<file path="src/rtl/instruction_encoder.sv">
// MIPS R/I/J field-set encoder with a one-word registered output stage,
// sequential byte addressing from BASE_ADDR and a word budget of DEPTH.
module instruction_encoder #(
  parameter logic [31:0] BASE_ADDR = 32'h0000_0000,
  parameter int unsigned DEPTH     = 1024
) (
  input  logic                     clk,
  input  logic                     reset,
  input  logic                     clear,
  input  logic                     in_valid,
  output logic                     in_ready,
  input  logic [5:0]               opcode,
  input  logic [4:0]               rs,
  input  logic [4:0]               rt,
  input  logic [4:0]               rd,
  input  logic [4:0]               shamt,
  input  logic [5:0]               funct,
  input  logic [15:0]              immediate,
  input  logic [25:0]              address,
  output logic                     out_valid,
  input  logic                     out_ready,
  output logic [31:0]              out_instruction,
  output logic [31:0]              out_addr,
  output logic [1:0]               out_format,
  output logic [$clog2(DEPTH):0]   count,
  output logic                     full
);

  localparam int unsigned CW = $clog2(DEPTH) + 1;
  localparam logic [1:0] FMT_R = 2'b00;
  localparam logic [1:0] FMT_I = 2'b01;
  localparam logic [1:0] FMT_J = 2'b10;

  typedef enum logic [1:0] {EMPTY, LOADED, DONE} state_t;

  state_t          state_q, state_d;
  logic            valid_d;
  logic [31:0]     instr_d, addr_d;
  logic [1:0]      fmt_d;
  logic [CW-1:0]   count_d;
  logic            accept;
  logic [31:0]     enc_word;
  logic [1:0]      enc_fmt;

  assign full     = (count == CW'(DEPTH));
  assign in_ready = !reset && !full && !clear && (!out_valid || out_ready);
  assign accept   = in_valid && in_ready;

  // Field packing by opcode class
  always_comb begin
    enc_fmt  = FMT_I;
    enc_word = {opcode, rs, rt, immediate};
    if (opcode == 6'b000000) begin
      enc_fmt  = FMT_R;
      enc_word = {opcode, rs, rt, rd, shamt, funct};
    end else if (opcode == 6'b000010 || opcode == 6'b000011) begin
      enc_fmt  = FMT_J;
      enc_word = {opcode, address};
    end
  end

  // Next-state and output-stage update
  always_comb begin
    state_d = state_q;
    valid_d = out_valid;
    instr_d = out_instruction;
    addr_d  = out_addr;
    fmt_d   = out_format;
    count_d = count;
    if (clear) begin
      state_d = EMPTY;
      valid_d = 1'b0;
      count_d = '0;
    end else begin
      if (out_valid && out_ready) valid_d = 1'b0;
      if (accept) begin
        valid_d = 1'b1;
        instr_d = enc_word;
        fmt_d   = enc_fmt;
        addr_d  = BASE_ADDR + (32'(count) << 2);
        count_d = CW'(count + 1'b1);
      end
      case (state_q)
        EMPTY:   if (accept) state_d = LOADED;
        LOADED:  if (!valid_d) state_d = EMPTY;
        DONE:    state_d = DONE;
        default: state_d = EMPTY;
      endcase
      // Accepting the last budgeted word locks out further input
      if (accept && count == CW'(DEPTH - 1)) state_d = DONE;
    end
  end

  always_ff @(posedge clk or posedge reset) begin
    if (reset) begin
      state_q         <= EMPTY;
      out_valid       <= 1'b0;
      out_instruction <= 32'h0;
      out_addr        <= BASE_ADDR;
      out_format      <= FMT_R;
      count           <= '0;
    end else begin
      state_q         <= state_d;
      out_valid       <= valid_d;
      out_instruction <= instr_d;
      out_addr        <= addr_d;
      out_format      <= fmt_d;
      count           <= count_d;
    end
  end

endmodule

</file>
<file path="config.mk">
export PLATFORM = sky130hd
export DESIGN_NAME = instruction_encoder
export DESIGN_NICKNAME = d
export VERILOG_FILES = /design/src/rtl/instruction_encoder.sv
export SDC_FILE = /design/constraint.sdc
export NUM_CORES = 1
export LEC_CHECK = 0
export BUFFER_PORTS_ARGS = -buffer_cell sky130_fd_sc_hd__buf_2
export CAP_MARGIN = 30
export CORE_AREA = 3 3 85 87
export CTS_CLUSTER_DIAMETER = 200
export CTS_CLUSTER_SIZE = 16
export DETAILED_ROUTE_END_ITERATION = 10
export DIE_AREA = 0 0 88 90
export PLACE_DENSITY = 0.79
export SETUP_SLACK_MARGIN = 0.2
export SYNTH_ARGS = -nofsm -noshare
export SYNTH_HDL_FRONTEND = slang
export SYNTH_SLANG_ARGS = --single-unit
</file>
<file path="constraint.sdc">
create_clock -name clk -period 2.7 [get_ports clk]
set_clock_uncertainty 0.1 [all_clocks]
set_input_delay 0.54 -clock clk [delete_from_list [all_inputs] [get_ports clk]]
set_output_delay 0.54 -clock clk [all_outputs]
set_load 0.05 [all_outputs]
</file>
* Yosys cells after proc, flatten, opt, wreduce, memory -nomap -nowiden
Cells that the tools add are included.
** Word-level totals
- Register bits after elaboration :: 57
- Input bits :: 79
- Output and inout port bits :: 80
- Word-level logic and storage cells :: 34
** Operators by class
- $add $sub $neg :: 1
- Equality and inequality tests :: 3
- Multiplexer cells :: 9
- Bitwise operators :: 1
- Reductions and logical operators :: 15
** Operator list (count)
- 26-bit two-way mux :: 2
- 11-bit two-way mux :: 2
- 6-bit by 2-bit equality test with 1-bit output (second input constant) :: 2
- 11-bit by 1-bit adder with 11-bit output (second input constant) :: 1
- 11-bit equality test (second input constant) :: 1
- 6-bit logical NOT :: 1
- 1-bit logical AND :: 5
- 1-bit logical NOT :: 4
- 2-bit two-way mux :: 2
- 1-bit two-way mux :: 3
- 3-bit nonzero test :: 1
- 1-bit logical OR :: 2
- 2-bit AND reduction :: 1
- 2-bit nonzero test :: 1
- 1-bit inverter :: 1

* Longest topological paths before layout
- Depth after elaboration :: 8
- Depth in mapped cells :: 8
- Gate-level depth less buffers :: 6

* Worst setup path after synthesis
Ideal clock, no wire load.
- Kind :: reg2out
- From :: register count[0]
- To :: output port in_ready
- Arrival time :: 2.185 ns
- Required time :: 2.060 ns
- Slack :: -0.125 ns
- Stages on the path, launching flop included :: 7
- Path buffers :: 2
- Cells stage by stage :: dfrtp_1 inv_1 ha_1 nand4_1 clkbuf_1 clkbuf_1 and3_1
** Between the ends
- Cells in the longest elaborated chain, start to end :: 5
** RTL lines
- start, declared :: line 25 : output logic [$clog2(DEPTH):0] count,
- start signal, assigned :: line 108 : count <= count_d;
- 11-bit equality test :: line 45 : assign full = (count == CW'(DEPTH));
- 1-bit logical NOT :: line 46 : assign in_ready = !reset && !full && !clear && (!out_valid || out_ready);
- 1-bit logical AND (3 in series) :: line 46
- end, declared :: line 11 : output logic in_ready,
Every way passes these cells.

* Worst setup path in the final report
- From :: register count[3]
- To :: output port in_ready
Same word-level chain as after synthesis.

==> impl_metrics.env <==
export IMPL_worstPathRequired_ns=2.06
export IMPL_drive_above_1_share_pct=45.6
export IMPL_period_needed_ns=2.45
export IMPL_cts_buffers=9
export IMPL_cts_sinks=57
export IMPL_p_switching_w=0.000971
export IMPL_die_y_um=90
export IMPL_synth_edf_count=0
export IMPL_yosysWarnings=0
export IMPL_pwr_share_seq_pct=39.2
export IMPL_cts_root_buf="clkbuf_8"
export IMPL_clk_latency_ns=0.33
export IMPL_cp_start_kind="flop"
export IMPL_cts_tree="done"
export IMPL_stdcell_count=502
export IMPL_slew_headroom_pct=54.1
export IMPL_dp_worst_setup_slack_ns=0.316
export IMPL_report_final_slew_viol_count=0
export IMPL_ys_ff_latch=57
export IMPL_power_share_switching_pct=37.7
export IMPL_clk_transition_reported_paths_ns=0.06
export IMPL_worst_pin_slew_ns=0.686
export IMPL_r2r_slack_ns=0.49
export IMPL_clk_path_buf_depth=2
export IMPL_antenna_found_initial=0
export IMPL_period_share_pct=90.7
export IMPL_synth_seq_area_share_pct=49.1
export IMPL_placed_cells=482
export IMPL_drc=0
export IMPL_ff_latch_area_um2=1430
export IMPL_totalWireLength_um=8370
export IMPL_grt_pass1_vias=2714
export IMPL_cts_max_level=3
export IMPL_synth_flop_cell="dfrtp_1"
export IMPL_io_buffers=137
export IMPL_grt_setup_unrepaired="no"
export IMPL_syn_avg_cell_area_um2=10.4
export IMPL_nets=502
export IMPL_wire_per_inst_um=16.7
export IMPL_setup_ws_ns=0.251
export IMPL_area_growth_pct=31.5
export IMPL_grt_max_degree=30
export IMPL_synth_cell_types=37
export IMPL_final_antenna_net_count=0
export IMPL_multi_input_area_um2=1290
export IMPL_worstPathArrival_ns=1.81
export IMPL_crit_path_max_fanout=7
export IMPL_setup_viol=0
export IMPL_worstReg2RegStart="count[0]$_DFFE_PP0P_"
export IMPL_grt_pass1_wl_um=13100
export IMPL_outcome="completed"
export IMPL_drt_iter0_markers=136
export IMPL_powerDensity_nw_per_um2=674
export IMPL_crit_end="in_ready"
export IMPL_antennaDiodeCount=0
export IMPL_hold_viol=0
export IMPL_fin_setup_tns_ns=0
export IMPL_p_leak_nw=1.93
export IMPL_worstReg2RegEnd="out_instruction[4]$_DFFE_PP0P_"
export IMPL_grt_overflow=0
export IMPL_initial_utilization_pct=45.3
export IMPL_maxCapViolations=0
export IMPL_path_class="flop to output pin"
export IMPL_synthesis_area_um2=2910
export IMPL_nFillCells=576
export IMPL_cp_end_kind="output pin"
export IMPL_intPower_w=0.00161
export IMPL_worstSetupStartpoint="count[3]$_DFFE_PP0P_"
export IMPL_rows=29
export IMPL_track_usage_pct=20.9
export IMPL_core_area_um2=6420
export IMPL_fmax_mhz=408
export IMPL_viasPerCell=5.60
export IMPL_synthArstFlopShare_pct=100
export IMPL_combPwrFrac_pct=30.0
export IMPL_hold_path_class="input port to async pin"
export IMPL_reg2reg_depth=8
export IMPL_routabilityCongestion=0.785
export IMPL_firstDrtPassIters=5
export IMPL_io_pins=159
export IMPL_synth_cells=279
export IMPL_die_x_um=88
export IMPL_irDropWorstVdd_mv=0.379
export IMPL_power_w=0.00258
export IMPL_dp_hpwl_um=5990
export IMPL_power_clock_fraction_pct=30.7
export IMPL_via_count=2813
export IMPL_fp_dieArea_um2=7920
cells in the mapped netlist (2+ instances only):
master / n / area share, %
o21a_1: 2 / 0.52
a21oi_1: 43 / 7.4
clkbuf_1: 9 / 1.2
a31oi_1: 16 / 3.4
ha_1: 2 / 0.86
mux2i_1: 10 / 3.4
buf_2: 3 / 0.52
dfrtp_1: 57 / 49
a32oi_1: 16 / 4.8
nand4_1: 6 / 1.3
mux2_2: 16 / 6.2
o21ai_0: 7 / 1.2
and3_1: 4 / 0.86
or3_1: 2 / 0.43
o31ai_1: 6 / 1.5
buf_4: 25 / 6.5
nand2_1: 22 / 2.8
or4_1: 4 / 1.0
nor4_1: 2 / 0.43
nor3_1: 2 / 0.34
inv_1: 6 / 0.77
nand3_1: 3 / 0.52
nor2_1: 2 / 0.26
registers in the layout, indices dropped and copies added, names as in the netlist:
signal / count
out_instruction: 32
out_valid: 1
out_format: 2
out_addr: 11
count: 11
power by group through the flow:
stage          registers (W)  clock network [W]  logic [W]
2_1_floorplan        0.00137                  0   0.000240
3_3_place_gp         0.00102                  0   0.000765
3_5_place_dp         0.00102                  0   0.000778
4_1_cts              0.00101           0.000807   0.000777
5_1_grt              0.00102           0.000841   0.000819
6_report             0.00101           0.000792   0.000774
layout by cell type (no fill, tap or decap), types with 3 or more instances in the layout:
cell type | synthesis | final
a21oi_1 | 43 | 43
a31oi_1 | 16 | 16
a32oi_1 | 16 | 16
and3_1 | 4 | 3
buf_2 | 3 | 136
buf_4 | 25 | 14
clkbuf_8 | 0 | 11
conb_1 | 1 | 21
dfrtp_1 | 57 | 53
dfrtp_2 | 0 | 4
inv_1 | 6 | 5
mux2_2 | 16 | 16
mux2i_1 | 10 | 10
nand2_1 | 22 | 22
nand3_1 | 3 | 3
nand4_1 | 6 | 6
o21ai_0 | 7 | 7
o31ai_1 | 6 | 6
or4_1 | 4 | 4
cell type report:
| type | count | share of cell area, % |
|---|---|---|
| repair buffers | 150 | 20.5 |
| well taps | 77 | 2.52 |
| flip-flops and latches | 57 | 37.4 |
| clock buffers | 12 | 4.06 |
| inverters | 7 | 0.687 |
| multi-input cells | 196 | 33.7 |
| clock inverters | 3 | 1.05 |
metal layers:
layer / part of all wire [%] / vias to the layer above / global-route usage (%)
li1: - / 1287 / -
met1: 40 / 1362 / 26.4
met2: 50 / 152 / 33.8
met3: 8.5 / 12 / 5.67
met4: 1.4 / 0 / 7.54
met5: 0 / - / 0
worst max-delay path, stage by stage (launching register included):
cell and delay, ns:
dfrtp_1 0.47, nor4_1 0.36, nand4_1 0.24, and3_4 0.21, buf_2 0.20
repair_timing:
action / CTS / global route
hold buffers: 0 / 0
endpoints found under the setup margin: 1 / 2
resized for setup: 1 / 1
buffers inserted: 0 / 5
stage by stage:
stage               instance area (µm²)  hold WS [ns]  utilization [%]
floorplan                          2990         0.589                -
global placement                   3580         0.388             55.8
detailed placement                 3580         0.395             55.8
CTS                                3780         0.204             58.9
global route                       3820         0.245             59.6
finish                             3820         0.192             59.6
worst min-delay path by stage:
| stage | from | depth (start not counted) | end | slack (ns) |
|---|---|---|---|---|
| finish | reset | 2 | count[3]$_DFFE_PP0P_ | 0.19 |
| CTS | reset | 2 | count[5]$_DFFE_PP0P_ | 0.20 |
| global route | reset | 2 | count[8]$_DFFE_PP0P_ | 0.24 |
| detailed placement | out_instruction[30]$_DFFE_PP0P_ | 1 | out_instruction[30]$_DFFE_PP0P_ | 0.40 |
| global placement | out_addr[12]$_DFFE_PP0P_ | 1 | out_addr[12]$_DFFE_PP0P_ | 0.39 |
| floorplan | shamt[4] | 2 | out_instruction[10]$_DFFE_PP0P_ | 0.59 |
logic make-up (layout without fill, tap and decap cells):
group	count (synthesis)	in the layout	synth area share, %
compound gates	93	93	19.8
flops	57	57	49.1
simple gates	53	53	10.7
buf+inv	46	172	9.55
mux	26	26	9.64
fa+ha+maj	2	2	0.860
other cells	1	21	0.129
xor+xnor	1	1	0.301
Note: power is estimated with default switching activity, not from simulation.
